File: src/rtl/riscv_pipe_ctrl.sv
// Pipeline hazard/control unit: stall, flush and PC-select for the
// five-stage core, with a small FSM tracking data-memory and mul/div waits.
module riscv_pipe_ctrl #(
  parameter int REG_ADDR_W = 5,
  parameter int CNT_W      = 32
) (
  input  logic                  clk,
  input  logic                  sft_rst_n,
  input  logic [REG_ADDR_W-1:0] id_rs1_addr,
  input  logic [REG_ADDR_W-1:0] id_rs2_addr,
  input  logic                  id_rs1_used,
  input  logic                  id_rs2_used,
  input  logic [REG_ADDR_W-1:0] ex_rd_addr,
  input  logic                  ex_rd_wen,
  input  logic                  ex_mem_read,
  input  logic                  ex_mc_start,
  input  logic                  ex_mc_done,
  input  logic                  ex_branch_taken,
  input  logic                  mem_req,
  input  logic                  mem_ready,
  input  logic                  excep_valid,
  input  logic                  mret,
  output logic                  stall_pc,
  output logic                  stall_if_id,
  output logic                  stall_id_ex,
  output logic                  stall_ex_mem,
  output logic                  stall_mem_wb,
  output logic                  flush_if_id,
  output logic                  flush_id_ex,
  output logic                  flush_ex_mem,
  output logic                  flush_mem_wb,
  output logic [1:0]            pc_sel,
  output logic                  ex_mc_kill,
  output logic [1:0]            ctrl_state,
  output logic [CNT_W-1:0]      stall_cnt
);

  typedef enum logic [1:0] {
    RUN     = 2'd0,
    MEMWAIT = 2'd1,
    MCWAIT  = 2'd2
  } state_e;

  state_e           state_q, state_d;
  logic             seen_q, seen_d;
  logic [CNT_W-1:0] cnt_q;

  logic in_memw;
  logic c_trap, c_mret, c_memw, c_mcw;
  logic c_br, c_lu, rs1_hit, rs2_hit;
  logic hit_trap, hit_mret, hit_memw;
  logic hit_mcw, hit_br, hit_lu;

  assign in_memw = (state_q == MEMWAIT);

  assign rs1_hit = id_rs1_used &
                   (id_rs1_addr == ex_rd_addr);
  assign rs2_hit = id_rs2_used &
                   (id_rs2_addr == ex_rd_addr);

  assign c_trap = excep_valid & ~in_memw;
  assign c_mret = mret & ~in_memw;
  assign c_memw = ~mem_ready & (mem_req | in_memw);
  assign c_mcw  = ex_mc_start &
                  ~(ex_mc_done | seen_q);
  assign c_br   = ex_branch_taken;
  assign c_lu   = ex_mem_read & ex_rd_wen &
                  (ex_rd_addr != '0) &
                  (rs1_hit | rs2_hit);

  // Priority chain flattened into one-hot selects
  assign hit_trap = c_trap;
  assign hit_mret = c_mret & ~c_trap;
  assign hit_memw = c_memw & ~c_trap & ~c_mret;
  assign hit_mcw  = c_mcw & ~c_memw &
                    ~c_trap & ~c_mret;
  assign hit_br   = c_br & ~c_mcw & ~c_memw &
                    ~c_trap & ~c_mret;
  assign hit_lu   = c_lu & ~c_br & ~c_mcw &
                    ~c_memw & ~c_trap & ~c_mret;

  always_comb begin
    stall_pc     = 1'b0;
    stall_if_id  = 1'b0;
    stall_id_ex  = 1'b0;
    stall_ex_mem = 1'b0;
    stall_mem_wb = 1'b0;
    flush_if_id  = 1'b0;
    flush_id_ex  = 1'b0;
    flush_ex_mem = 1'b0;
    flush_mem_wb = 1'b0;
    pc_sel       = 2'd0;
    ex_mc_kill   = 1'b0;
    state_d      = RUN;
    seen_d       = 1'b0;
    unique case (1'b1)
      hit_trap: begin
        flush_if_id  = 1'b1;
        flush_id_ex  = 1'b1;
        flush_ex_mem = 1'b1;
        flush_mem_wb = 1'b1;
        pc_sel       = 2'd2;
        ex_mc_kill   = 1'b1;
      end
      hit_mret: begin
        flush_if_id  = 1'b1;
        flush_id_ex  = 1'b1;
        flush_ex_mem = 1'b1;
        pc_sel       = 2'd3;
      end
      hit_memw: begin
        stall_pc     = 1'b1;
        stall_if_id  = 1'b1;
        stall_id_ex  = 1'b1;
        stall_ex_mem = 1'b1;
        flush_mem_wb = 1'b1;
        state_d      = MEMWAIT;
        // EX is frozen, so a done pulse must be remembered
        seen_d       = seen_q | ex_mc_done;
      end
      hit_mcw: begin
        stall_pc     = 1'b1;
        stall_if_id  = 1'b1;
        stall_id_ex  = 1'b1;
        flush_ex_mem = 1'b1;
        state_d      = MCWAIT;
      end
      hit_br: begin
        flush_if_id  = 1'b1;
        flush_id_ex  = 1'b1;
        pc_sel       = 2'd1;
      end
      hit_lu: begin
        stall_pc     = 1'b1;
        stall_if_id  = 1'b1;
        flush_id_ex  = 1'b1;
      end
      default: ;
    endcase
    if (!sft_rst_n) begin
      stall_pc     = 1'b0;
      stall_if_id  = 1'b0;
      stall_id_ex  = 1'b0;
      stall_ex_mem = 1'b0;
      flush_if_id  = 1'b1;
      flush_id_ex  = 1'b1;
      flush_ex_mem = 1'b1;
      flush_mem_wb = 1'b1;
      pc_sel       = 2'd0;
      ex_mc_kill   = 1'b0;
    end
  end

  always_ff @(posedge clk or negedge sft_rst_n) begin
    if (!sft_rst_n) begin
      state_q <= RUN;
      seen_q  <= 1'b0;
      cnt_q   <= '0;
    end else begin
      state_q <= state_d;
      seen_q  <= seen_d;
      if (stall_pc && (cnt_q != '1))
        cnt_q <= cnt_q + CNT_W'(1);
    end
  end

  assign ctrl_state = state_q;
  assign stall_cnt  = cnt_q;

endmodule

File: config.mk
export PLATFORM = sky130hd
export DESIGN_NAME = riscv_pipe_ctrl
export DESIGN_NICKNAME = d
export VERILOG_FILES = /design/src/rtl/riscv_pipe_ctrl.sv
export SDC_FILE = /design/constraint.sdc
export NUM_CORES = 1
export LEC_CHECK = 0
export ABC_AREA = 0
export CORE_AREA = 2 2 67 69
export DETAILED_ROUTE_END_ITERATION = 8
export DIE_AREA = 0 0 69 71
export PLACE_DENSITY = 0.81
export SLEW_MARGIN = 0
export SYNTH_ARGS = -nofsm -noshare
export SYNTH_HDL_FRONTEND = slang
export SYNTH_SLANG_ARGS = --single-unit
File: constraint.sdc
create_clock -name clk -period 3.59 [get_ports clk]
set_input_delay 0.8975 -clock clk [delete_from_list [all_inputs] [get_ports clk]]
set_output_delay 0.8975 -clock clk [all_outputs]
set_load 0.01 [all_outputs]
==> impl_metrics.prom, run 1 <==
# TYPE chip_impl_metric gauge
chip_impl_metric{name="clk-insertion-delay-late",unit="ps"} 290
chip_impl_metric{name="firstDrtPassIters",unit=""} 4
chip_impl_metric{name="worst_endpoint_data_arrival_time",unit="ps"} 2580
chip_impl_metric{name="multiInputGateArea",unit="um^2"} 970.9
chip_impl_metric{name="io_buffer_count",unit=""} 72
chip_impl_metric{name="drc_errors",unit=""} 0
chip_impl_metric{name="ir_worst_vdd",unit="mV"} 0.4004
chip_impl_metric{name="design_area",unit="um^2"} 2828
chip_impl_metric{name="regArea",unit="um^2"} 875.8
chip_impl_metric{name="ctsLongestPathBuffers",unit=""} 2
chip_impl_info{name="synth_top_cells_by_area",value="sky130_fd_sc_hd__dfrtp_1, sky130_fd_sc_hd__xnor2_1, sky130_fd_sc_hd__nand4_1"} 1
chip_impl_info{name="crit_path_start",value="ex_mc_done"} 1
chip_impl_metric{name="layout-area-overhead-vs-synth",unit="%"} 50.47
chip_impl_metric{name="finalCriticalPeriod",unit="ps"} 3475
chip_impl_info{name="tritoncts",value="yes"} 1
chip_impl_metric{name="grt_antenna_before_repair",unit=""} 0
chip_impl_metric{name="initial_utilization",unit="%"} 44.70
chip_impl_metric{name="placement.cell_area",unit="um^2"} 2715
chip_impl_metric{name="number_of_max_cap_violations",unit=""} 0
chip_impl_metric{name="synth_fp_nets",unit=""} 218
chip_impl_metric{name="post_synth_inst_count",unit=""} 189
chip_impl_metric{name="die-height",unit="um"} 71
chip_impl_metric{name="critical_path_peak_fanout",unit=""} 3
chip_impl_metric{name="ff2ff_setup_slack",unit="ps"} 1240
chip_impl_metric{name="drt-total-wl",unit="um"} 4586
chip_impl_metric{name="path_clk_slew",unit="ps"} 70
chip_impl_metric{name="yosys.area.top_type_share",unit="%"} 46.60
chip_impl_metric{name="global_route.usage.total",unit="%"} 20.17
chip_impl_metric{name="max_freq",unit="MHz"} 287.8
chip_impl_metric{name="maximum_number_of_pins_on_one_net_before_global_route_repair",unit=""} 32
chip_impl_metric{name="drt-wirelength-per-cell",unit="um"} 13.98
chip_impl_info{name="worstHoldPathType",value="flop to flop"} 1
chip_impl_metric{name="synth-edff-count",unit=""} 0
chip_impl_metric{name="final_net_count",unit=""} 304
chip_impl_info{name="critical_path_source_type",value="input pin"} 1
chip_impl_info{name="outcome",value="completed"} 1
chip_impl_metric{name="drtIter0Drc",unit=""} 34
chip_impl_metric{name="vias",unit=""} 1719
chip_impl_metric{name="total_number_of_placement_rows",unit=""} 24
chip_impl_metric{name="postSynthRegisterBits",unit=""} 35
chip_impl_metric{name="die-area",unit="um^2"} 4899
chip_impl_info{name="hold_end",value="stall_cnt[10]"} 1
chip_impl_metric{name="first_global_vias",unit=""} 1745
chip_impl_metric{name="cts_sinks",unit=""} 35
chip_impl_metric{name="yosys_warnings",unit=""} 0
chip_impl_metric{name="power_density",unit="nW/um^2"} 335.0
chip_impl_info{name="r2r-start",value="stall_cnt[0]"} 1
chip_impl_metric{name="timing.final.hold_violations",unit=""} 0
chip_impl_metric{name="final.setup_skew",unit="ps"} 5.468
chip_impl_metric{name="route.detailed.vias_per_inst",unit=""} 5.241
chip_impl_metric{name="grt_first_pass_wirelength",unit="um"} 8038
chip_impl_metric{name="asyncSetResetFlopFracSynth",unit="%"} 100.0
chip_impl_info{name="ys.flop_type",value="sky130_fd_sc_hd__dfrtp_1"} 1
chip_impl_metric{name="maxSlewViolCount",unit=""} 0
chip_impl_metric{name="final_antenna_net_count",unit=""} 0
chip_impl_metric{name="grt_remaining_overflow",unit=""} 0
chip_impl_metric{name="cellLeakagePower",unit="nW"} 1.207
chip_impl_metric{name="synthesis.area_per_instance",unit="um^2"} 9.943
chip_impl_metric{name="final_setup_violation_count",unit=""} 0
chip_impl_metric{name="worst_ep_required_time",unit="ps"} 2690
chip_impl_metric{name="ctsHtreeMaxLevel",unit=""} 2
chip_impl_metric{name="cts_setup_buffers",unit=""} 0
chip_impl_info{name="grt_setup_unrepaired",value="no"} 1
chip_impl_metric{name="timing.slew.headroom",unit="%"} 66.41
chip_impl_metric{name="layout_worst_path_cycle_share",unit="%"} 96.79
chip_impl_info{name="regToRegEndpoint",value="stall_cnt[25]"} 1
chip_impl_metric{name="core_area",unit="um^2"} 4204
chip_impl_info{name="critPathCaptureType",value="primary output"} 1
chip_impl_metric{name="netlist-cell-type-count",unit=""} 32
chip_impl_metric{name="die_width",unit="um"} 69
chip_impl_metric{name="timing.reg2reg.worst_path_depth",unit=""} 9
chip_impl_metric{name="worst_hold_slack",unit="ps"} 489.3
chip_impl_info{name="holdCritStartpoint",value="stall_cnt[10]"} 1
chip_impl_metric{name="syn_area",unit="um^2"} 1879
chip_impl_metric{name="synth.yosys.seq_area_share",unit="%"} 46.60
chip_impl_metric{name="final_replace_weighted_congestion",unit=""} 0.8382
chip_impl_info{name="netlist.top_cell.by_area",value="sky130_fd_sc_hd__dfrtp_1"} 1
chip_impl_metric{name="n_antenna_cell",unit=""} 0
chip_impl_metric{name="fillCellCount",unit=""} 346
chip_impl_info{name="clockRootBuffer",value="sky130_fd_sc_hd__clkbuf_8"} 1
chip_impl_metric{name="max_slew.worst_pin.slew",unit="ps"} 502.0
chip_impl_metric{name="hpwl",unit="um"} 3428
chip_impl_metric{name="cts_inserted_buffers",unit=""} 5
chip_impl_info{name="timing.setup.critical_path_class",value="input pin to primary output"} 1
chip_impl_metric{name="io-pin-count",unit=""} 74
chip_impl_metric{name="hold_path_depth",unit=""} 1
chip_impl_metric{name="layout-drive-gt1-share",unit="%"} 10.87
-- how the worst max path moves through the flow --
| stage | cells after the start | endpoint |
|---|---|---|
| after floorplan | 6 | stall_pc |
| after global placement | 7 | stall_if_id |
| after detailed placement | 7 | stall_if_id |
| after CTS | 7 | stall_if_id |
| after global routing | 7 | flush_ex_mem |
| final | 7 | flush_ex_mem |
-- registers in the layout, indices dropped and copies added, names as in the netlist --
signal	count
ctrl_state	2
seen_q	1
stall_cnt	32
-- critical path: stages --
cell                              delay [ps]
sky130_fd_sc_hd__clkdlybuf4s50_1         400
sky130_fd_sc_hd__nor2_1                  160
sky130_fd_sc_hd__nand2_1                 110
sky130_fd_sc_hd__buf_4                   150
sky130_fd_sc_hd__nor3_1                  180
sky130_fd_sc_hd__or2_2                   150
sky130_fd_sc_hd__clkdlybuf4s50_1         530
-- through the flow --
step / worst slack (ps) / utilization, % / setup TNS (ps) / instances / total power (W)
6_report: 115.4 / 67.26 / 0 / 328 / 0.0009473
2_1_floorplan: 470.5 / - / 0 / 189 / 0.0005261
5_1_grt: 2.166 / 67.26 / 0 / 328 / 0.0009934
4_1_cts: 1.336 / 66.93 / 0 / 328 / 0.0009546
3_3_place_gp: -248.0 / 64.58 / -557.8 / 320 / 0.0006436
3_5_place_dp: -259.8 / 64.58 / -621.0 / 320 / 0.0006459
-- cells in the final DEF, fill, tap and decap left out, types with 3 or more instances in the layout --
cell                              instances
sky130_fd_sc_hd__dlygate4sd2_1            5
sky130_fd_sc_hd__nand3_1                 11
sky130_fd_sc_hd__a31oi_1                  5
sky130_fd_sc_hd__and4_1                   4
sky130_fd_sc_hd__nor3_1                   3
sky130_fd_sc_hd__nor2_1                  12
sky130_fd_sc_hd__and3_1                  12
sky130_fd_sc_hd__nand4_1                 15
sky130_fd_sc_hd__clkdlybuf4s50_1         64
sky130_fd_sc_hd__inv_1                    3
sky130_fd_sc_hd__xnor2_1                 33
sky130_fd_sc_hd__dfrtp_1                 35
sky130_fd_sc_hd__and2_1                   4
sky130_fd_sc_hd__buf_4                   12
sky130_fd_sc_hd__clkbuf_8                 7
sky130_fd_sc_hd__a21oi_1                  3
sky130_fd_sc_hd__nand2_1                 19
-- Yosys cell counts (all sizes together) (3+ instances only) --
library cell / n
nand3: 11
nand2: 19
buf: 4
a31oi: 5
inv: 3
and2: 4
xnor2: 33
dfrtp: 35
nor3: 4
a21oi: 4
nor2: 15
a41oi: 3
and3: 12
nand4: 15
and4: 4
-- cell families after synthesis --
family,after synthesis,synth area share (%)
other,1,0.1995
and+or+nand+nor,90,25.77
xor gates and xnor gates,35,16.31
DFF,35,46.60
muxes,2,1.198
AOI/OAI and AO/OA,17,6.791
adders and majority gates,1,0.6657
buffers and inverters,8,2.463
-- layout make-up --
cell class | count | area share [%]
Clock buffer | 8 | 3.540
Inverter | 3 | 0.3982
Multi-Input combinational cell | 146 | 34.34
Sequential cell | 35 | 30.97
Tap cell | 52 | 2.301
Timing Repair Buffer | 84 | 28.45
-- what timing repair did --
item / 4_1_cts / 5_1_grt
endpoints found under the hold margin: 0 / 0
gates resized for setup: 6 / 5
endpoints found under the setup margin: 3 / 3
hold buffers: 0 / 0
pin swaps: 0 / 1
-- per-layer routing --
layer	track usage [%]	wire length (um)
met1	25.66	2052
met2	33.23	2168
met3	6.268	313
met4	6.100	52
met5	0	0
-- power breakdown --
group	leakage, nW	internal (W)	switching (W)	total, W
registers	0.482	0.000417	0.0000336	0.000451
logic	0.673	0.000113	0.0000761	0.000189
clock network	0.0515	0.000175	0.000133	0.000308
total	1.21	0.000705	0.000242	0.000947
Power figures use the tool's default switching activity.
==> run 2, diff against run 1 <==
Settings changed: CTS_CLUSTER_DIAMETER set to 100, RECOVER_POWER set to 25.
==> run 2 against run 1 <==
  * The run now ends with capacitance limit, slew limit left
  * Hold slack about the same
  * Clock power about the same
  * Sequential share of layout area increased by 0.096 points
  * First-iteration DRC count increased by 38%
  * Maximum frequency decreased by 0.11%
==> impl_metrics.prom, run 2 (same netlist as run 1, synthesis figures left out) <==
# TYPE chip_impl_metric gauge
chip_impl_info{name="crit_chain",value="clkdlybuf4s50_1 > nor2_1 > nand2_1 > buf_4 > nor3_1 > or2_2 > clkdlybuf4s50_1"} 1
chip_impl_metric{name="worst_hold_slack",unit="ps"} 489.2
chip_impl_info{name="clockRootBuffer",value="sky130_fd_sc_hd__clkbuf_8"} 1
chip_impl_metric{name="drtIter0Drc",unit=""} 47
chip_impl_metric{name="regArea",unit="um^2"} 875.8
chip_impl_metric{name="ctsLongestPathBuffers",unit=""} 2
chip_impl_metric{name="worst_ep_required_time",unit="ps"} 2690
chip_impl_info{name="regToRegEndpoint",value="stall_cnt[25]"} 1
chip_impl_metric{name="clk-insertion-delay-late",unit="ps"} 290
chip_impl_metric{name="layout_worst_path_cycle_share",unit="%"} 96.89
chip_impl_info{name="layout_common_cells",value="sky130_fd_sc_hd__clkdlybuf4s50_1, sky130_fd_sc_hd__dfrtp_1, sky130_fd_sc_hd__xnor2_1"} 1
chip_impl_metric{name="max_slew.worst_pin.slew",unit="ps"} 1636
chip_impl_metric{name="buffering_stage_count_on_the_worst_path_with_inverters_included",unit=""} 3
chip_impl_metric{name="n_antenna_cell",unit=""} 0
chip_impl_info{name="worstHoldPathType",value="flop to flop"} 1
chip_impl_metric{name="max_freq",unit="MHz"} 287.5
chip_impl_metric{name="drc_errors",unit=""} 0
chip_impl_metric{name="die_width",unit="um"} 69
chip_impl_metric{name="drt-total-wl",unit="um"} 4605
chip_impl_info{name="crit_slowest_cell",value="sky130_fd_sc_hd__clkdlybuf4s50_1"} 1
chip_impl_info{name="r2r-start",value="stall_cnt[0]"} 1
chip_impl_metric{name="hold_path_depth",unit=""} 1
chip_impl_metric{name="maximum_number_of_pins_on_one_net_before_global_route_repair",unit=""} 32
chip_impl_metric{name="grt_use_met3",unit="%"} 6.268
chip_impl_metric{name="route.detailed.vias_per_inst",unit=""} 5.223
chip_impl_metric{name="multiInputGateArea",unit="um^2"} 970.9
chip_impl_metric{name="worst_endpoint_data_arrival_time",unit="ps"} 2580
chip_impl_metric{name="maxSlewViolCount",unit=""} 32
chip_impl_metric{name="ir_worst_vdd",unit="mV"} 0.4004
chip_impl_info{name="outcome",value="finished with violations"} 1
chip_impl_metric{name="grt_use_met2",unit="%"} 33.23
chip_impl_metric{name="final_antenna_net_count",unit=""} 0
chip_impl_info{name="gr-max-usage-layer",value="met2"} 1
chip_impl_metric{name="grt_remaining_overflow",unit=""} 0
chip_impl_metric{name="critical_path_peak_fanout",unit=""} 3
chip_impl_metric{name="total_number_of_placement_rows",unit=""} 24
chip_impl_info{name="critPathCaptureType",value="primary output"} 1
chip_impl_metric{name="layout-drive-gt1-share",unit="%"} 9.783
chip_impl_metric{name="drt-wirelength-per-cell",unit="um"} 14.04
chip_impl_info{name="crit_path_start",value="ex_mc_done"} 1
chip_impl_metric{name="first_global_vias",unit=""} 1745
chip_impl_info{name="grt_setup_unrepaired",value="no"} 1
chip_impl_info{name="timing.setup.critical_path_class",value="input pin to primary output"} 1
chip_impl_metric{name="io-pin-count",unit=""} 74
chip_impl_metric{name="timing.slew.headroom",unit="%"} -9.086
chip_impl_metric{name="finalWorstSetupSlack",unit="ps"} 111.5
chip_impl_metric{name="timing.reg2reg.worst_path_depth",unit=""} 9
chip_impl_metric{name="use_met1",unit="%"} 25.66
chip_impl_metric{name="io_buffer_count",unit=""} 72
chip_impl_metric{name="layout-area-overhead-vs-synth",unit="%"} 50.00
chip_impl_metric{name="cts_setup_buffers",unit=""} 0
chip_impl_metric{name="placement.setup.worst_slack",unit="ps"} -259.8
chip_impl_metric{name="final_setup_violation_count",unit=""} 0
chip_impl_metric{name="timing.final.hold_violations",unit=""} 0
chip_impl_info{name="critical_path_source_type",value="input pin"} 1
chip_impl_metric{name="firstDrtPassIters",unit=""} 4
chip_impl_metric{name="ff2ff_setup_slack",unit="ps"} 1240
chip_impl_info{name="violations",value="capacitance limit, slew limit"} 1
chip_impl_metric{name="final_replace_weighted_congestion",unit=""} 0.8382
chip_impl_metric{name="cellLeakagePower",unit="nW"} 1.197
chip_impl_metric{name="fin_util",unit="%"} 67.05
chip_impl_metric{name="core_area",unit="um^2"} 4204
chip_impl_info{name="tritoncts",value="yes"} 1
chip_impl_metric{name="ctsHtreeMaxLevel",unit=""} 2
chip_impl_metric{name="hpwl",unit="um"} 3428
chip_impl_info{name="critical-path-top-cell-by-count",value="sky130_fd_sc_hd__clkdlybuf4s50_1"} 1
chip_impl_metric{name="finalCriticalPeriod",unit="ps"} 3478
chip_impl_metric{name="cts_inserted_buffers",unit=""} 5
chip_impl_metric{name="final.setup_skew",unit="ps"} 4.875
chip_impl_metric{name="grt_antenna_before_repair",unit=""} 0
chip_impl_metric{name="largest_reg_flops",unit=""} 32
chip_impl_metric{name="final_net_count",unit=""} 304
chip_impl_metric{name="path_clk_slew",unit="ps"} 70
chip_impl_metric{name="die-area",unit="um^2"} 4899
chip_impl_info{name="most_common_cell_after_layout_fill_and_taps_aside",value="sky130_fd_sc_hd__clkdlybuf4s50_1"} 1
chip_impl_metric{name="die-height",unit="um"} 71
chip_impl_metric{name="fillCellCount",unit=""} 351
chip_impl_metric{name="cts_sinks",unit=""} 35
chip_impl_metric{name="vias",unit=""} 1713
chip_impl_metric{name="cts-hold-fix-buffers",unit=""} 0
chip_impl_info{name="hold_end",value="stall_cnt[10]"} 1
chip_impl_metric{name="number_of_max_cap_violations",unit=""} 1
chip_impl_info{name="critical-path-top-delay-family",value="buffers and inverters"} 1
chip_impl_metric{name="power_density",unit="nW/um^2"} 335.6
chip_impl_metric{name="grt_first_pass_wirelength",unit="um"} 8038
chip_impl_info{name="holdCritStartpoint",value="stall_cnt[10]"} 1
chip_impl_metric{name="critical-path-max-stage-delay",unit="ps"} 530
chip_impl_metric{name="initial_utilization",unit="%"} 44.70
chip_impl_metric{name="global_route.usage.total",unit="%"} 20.17
-- run 2: how the worst max path moves through the flow --
| stage | endpoint | slack (ps) | cells after the start |
|---|---|---|---|
| after floorplan | stall_pc | 470 | 6 |
| after global placement | stall_if_id | -250 | 7 |
| after detailed placement | stall_if_id | -260 | 7 |
| after CTS | stall_if_id | 1 | 7 |
| after global routing | flush_ex_mem | 2 | 7 |
| final | flush_ex_mem | 110 | 7 |
-- run 2: power by group --
group	leakage (nW)	total (W)	switching (W)	internal, W
sequential	0.482	0.000451	0.0000336	0.000417
clock	0.0515	0.000307	0.000132	0.000175
combinational	0.663	0.000188	0.0000763	0.000112
total	1.20	0.000946	0.000242	0.000704
-- run 2: metrics by stage --
stage	cells	total power (W)	cell area [um^2]	TNS, ps
finish	328	0.0009461	2819	0
global route	328	0.0009922	2819	0
CTS	328	0.0009546	2814	0
detailed placement	320	0.0006459	2715	-621.0
global placement	320	0.0006436	2715	-557.8
floorplan	189	0.0005261	1879	0
-- run 2: cell type report --
cell class / count / area share [%]
Clock buffer: 8 / 3.551
Timing Repair Buffer: 84 / 28.23
Multi-Input combinational cell: 146 / 34.44
Tap cell: 52 / 2.308
Inverter: 3 / 0.3995
Sequential cell: 35 / 31.07
-- run 2: routing by layer --
metal  vias to the layer above  wire length (um)
met5                         -                 0
met4                         0                52
met3                         6               311
met2                        58              2164
met1                       815              2076
li1                        834                 -
-- run 2: repair_timing --
action | 4_1_cts | 5_1_grt
pin swaps | 0 | 1
setup endpoints to repair | 3 | 3
resized for setup | 6 | 5
==> run 3, diff against run 2 <==
Settings changed: CORE_AREA 2 2 67 69 to 2 2 92 59, DIE_AREA 0 0 69 71 to 0 0 94 61, PLACE_DENSITY 0.81 to 0.7.
==> run 3 against run 2 <==
  * Final cell count up 5.2%
  * Hold slack gained 7.8 ps
  * Sequential share of layout area decreased by 0.31 points
  * Worst setup slack better by 25 ps
  * Clock-buffer cell count down 2
  * Sequential cell count is the same
  * Total power fell by 2.3%
  * The flow still finishes with violations (capacitance limit, slew limit)
  * Die area rose by 17%
  * Critical endpoint unchanged
  * Clock skew up 1.8 ps
  * Maximum frequency up 0.74%
==> impl_metrics.prom, run 3 (same netlist as run 1, synthesis figures left out) <==
# TYPE chip_impl_metric gauge
chip_impl_info{name="critical-path-top-cell-by-count",value="sky130_fd_sc_hd__clkdlybuf4s50_1"} 1
chip_impl_metric{name="layout-area-overhead-vs-synth",unit="%"} 51.53
chip_impl_metric{name="timing.final.hold_violations",unit=""} 0
chip_impl_metric{name="ctsHtreeMaxLevel",unit=""} 2
chip_impl_info{name="critical-path-top-delay-family",value="buffers and inverters"} 1
chip_impl_info{name="critical_path_source_type",value="input pin"} 1
chip_impl_metric{name="buffering_stage_count_on_the_worst_path_with_inverters_included",unit=""} 3
chip_impl_metric{name="finalWorstSetupSlack",unit="ps"} 137.0
chip_impl_metric{name="drt-total-wl",unit="um"} 4895
chip_impl_metric{name="grt_antenna_before_repair",unit=""} 0
chip_impl_metric{name="worst_endpoint_data_arrival_time",unit="ps"} 2560
chip_impl_metric{name="total_number_of_placement_rows",unit=""} 20
chip_impl_metric{name="cts-hold-fix-buffers",unit=""} 0
chip_impl_metric{name="global_route.usage.total",unit="%"} 18.49
chip_impl_metric{name="die_width",unit="um"} 94
chip_impl_metric{name="n_antenna_cell",unit=""} 0
chip_impl_metric{name="finalCriticalPeriod",unit="ps"} 3453
chip_impl_metric{name="final_net_count",unit=""} 308
chip_impl_metric{name="clk-insertion-delay-late",unit="ps"} 280
chip_impl_metric{name="cts_inserted_buffers",unit=""} 5
chip_impl_info{name="layout_common_cells",value="sky130_fd_sc_hd__clkdlybuf4s50_1, sky130_fd_sc_hd__dfrtp_1, sky130_fd_sc_hd__xnor2_1"} 1
chip_impl_metric{name="initial_utilization",unit="%"} 38.51
chip_impl_metric{name="max_freq",unit="MHz"} 289.6
chip_impl_metric{name="die-area",unit="um^2"} 5734
chip_impl_metric{name="path_clk_slew",unit="ps"} 60
chip_impl_metric{name="fin_util",unit="%"} 58.36
chip_impl_metric{name="critical-path-max-stage-delay",unit="ps"} 530
chip_impl_metric{name="firstDrtPassIters",unit=""} 4
chip_impl_info{name="outcome",value="finished with violations"} 1
chip_impl_metric{name="timing.slew.headroom",unit="%"} -21.54
chip_impl_metric{name="maxSlewViolCount",unit=""} 36
chip_impl_metric{name="cts_sinks",unit=""} 35
chip_impl_metric{name="final_antenna_net_count",unit=""} 0
chip_impl_metric{name="ir_worst_vdd",unit="mV"} 0.2869
chip_impl_metric{name="worst_ep_required_time",unit="ps"} 2690
chip_impl_metric{name="largest_reg_flops",unit=""} 32
chip_impl_metric{name="design_area",unit="um^2"} 2848
chip_impl_info{name="worstHoldPathType",value="flop to flop"} 1
chip_impl_metric{name="fillCellCount",unit=""} 434
chip_impl_metric{name="power_density",unit="nW/um^2"} 324.5
chip_impl_metric{name="final_replace_weighted_congestion",unit=""} 0.7755
chip_impl_info{name="crit_chain",value="clkdlybuf4s50_1 > nor2_1 > nand2_1 > buf_4 > nor3_1 > or2_2 > clkdlybuf4s50_1"} 1
chip_impl_metric{name="placement.cell_area",unit="um^2"} 2748
chip_impl_metric{name="hpwl",unit="um"} 3617
chip_impl_metric{name="critical_path_peak_fanout",unit=""} 3
chip_impl_metric{name="finalSetupTns",unit="ps"} 0
chip_impl_metric{name="route.detailed.vias_per_inst",unit=""} 4.907
chip_impl_info{name="critPathCaptureType",value="primary output"} 1
chip_impl_metric{name="maximum_number_of_pins_on_one_net_before_global_route_repair",unit=""} 36
chip_impl_metric{name="vias",unit=""} 1693
chip_impl_info{name="tritoncts",value="yes"} 1
chip_impl_info{name="violations",value="capacitance limit, slew limit"} 1
chip_impl_metric{name="max_slew.worst_pin.slew",unit="ps"} 1823
chip_impl_metric{name="core_area",unit="um^2"} 4880
chip_impl_metric{name="io-pin-count",unit=""} 74
chip_impl_info{name="most_common_cell_after_layout_fill_and_taps_aside",value="sky130_fd_sc_hd__clkdlybuf4s50_1"} 1
chip_impl_metric{name="cellLeakagePower",unit="nW"} 1.196
chip_impl_metric{name="drc_errors",unit=""} 0
chip_impl_info{name="grt_setup_unrepaired",value="no"} 1
chip_impl_metric{name="number_of_max_cap_violations",unit=""} 1
chip_impl_metric{name="drt-wirelength-per-cell",unit="um"} 14.19
chip_impl_info{name="timing.setup.critical_path_class",value="input pin to primary output"} 1
chip_impl_info{name="clockRootBuffer",value="sky130_fd_sc_hd__clkbuf_8"} 1
chip_impl_info{name="crit_slowest_cell",value="sky130_fd_sc_hd__clkdlybuf4s50_1"} 1
chip_impl_metric{name="first_global_vias",unit=""} 1640
chip_impl_metric{name="drtIter0Drc",unit=""} 131
chip_impl_metric{name="multiInputGateArea",unit="um^2"} 975.9
chip_impl_metric{name="layout_worst_path_cycle_share",unit="%"} 96.18
chip_impl_metric{name="placement.setup.worst_slack",unit="ps"} -231.7
chip_impl_metric{name="final_setup_violation_count",unit=""} 0
chip_impl_metric{name="layout-drive-gt1-share",unit="%"} 12.54
chip_impl_metric{name="grt_remaining_overflow",unit=""} 0
chip_impl_metric{name="io_buffer_count",unit=""} 72
chip_impl_metric{name="die-height",unit="um"} 61
chip_impl_metric{name="final.setup_skew",unit="ps"} 6.689
chip_impl_metric{name="regArea",unit="um^2"} 875.8
chip_impl_metric{name="ctsLongestPathBuffers",unit=""} 2
chip_impl_metric{name="grt_first_pass_wirelength",unit="um"} 8142
## run 3: cell types whose count changed in the layout (fill, tap and decap cells not counted), sizes merged
cell,previous run,this run
clkdlybuf4s50,64,67
clkinv,0,1
dlygate4sd2,5,1
buf,10,15
dlymetal6s2s,2,0
## run 3: timing repair
action,CTS,global route
pin swaps,1,4
buffers inserted,1,1
hold endpoints to repair,0,0
endpoints found under the setup margin,3,2
gates cloned,0,0
gates resized for setup,7,7
## run 3: worst register-to-register path: stages, from the launching register on
cell	delay (ps)
sky130_fd_sc_hd__dfrtp_1	380
sky130_fd_sc_hd__nor2b_1	260
sky130_fd_sc_hd__o21ai_0	160
sky130_fd_sc_hd__a21oi_1	290
sky130_fd_sc_hd__a41oi_4	70
sky130_fd_sc_hd__buf_4	200
sky130_fd_sc_hd__nor2_4	400
sky130_fd_sc_hd__buf_4	240
sky130_fd_sc_hd__nand4_1	110
sky130_fd_sc_hd__xnor2_1	150
## run 3: final timing paths
check | depth (start not counted) | start | slack, ps | end
worst min-delay path | 2 | seen_q | 500 | seen_q
max in group asynchronous | 2 | sft_rst_n | 1080 | stall_cnt[23]
worst max register to register | 9 | ctrl_state[0] | 1220 | stall_cnt[23]
min in group asynchronous | 2 | sft_rst_n | 1460 | ctrl_state[1]
worst max-delay path | 7 | ex_mc_done | 140 | flush_ex_mem
worst min register to register | 2 | seen_q | 500 | seen_q
## run 3: area by class of cell
cell class                      count  area share (%)
Multi-Input combinational cell    146           34.27
Clock buffer                        6           2.900
Sequential cell                    35           30.76
Timing Repair Buffer               88           28.60
Inverter                            3          0.3954
Tap cell                           66           2.900
Clock inverter                      1          0.1757
## run 3: where the power goes
part | switching, W | total, W | internal (W)
registers | 0.0000332 | 0.000450 | 0.000417
clock network | 0.000131 | 0.000281 | 0.000150
logic | 0.0000776 | 0.000193 | 0.000115
## run 3: routing by layer
layer	up-vias	track usage (%)	share of wire, %
li1	845	-	-
met1	791	26.90	52
met3	5	4.472	5.5
met4	0	4.969	0.78
met5	-	0	0
met2	52	27.96	42
## run 3: stage by stage
step | total power [W] | std cells | hold slack (ps)
2_1_floorplan | 0.0005261 | 189 | 461.8
3_3_place_gp | 0.0006478 | 336 | 481.6
3_5_place_dp | 0.0006475 | 336 | 489.3
4_1_cts | 0.0009347 | 344 | 503.8
5_1_grt | 0.0009784 | 345 | 519.0
6_report | 0.0009242 | 345 | 496.9
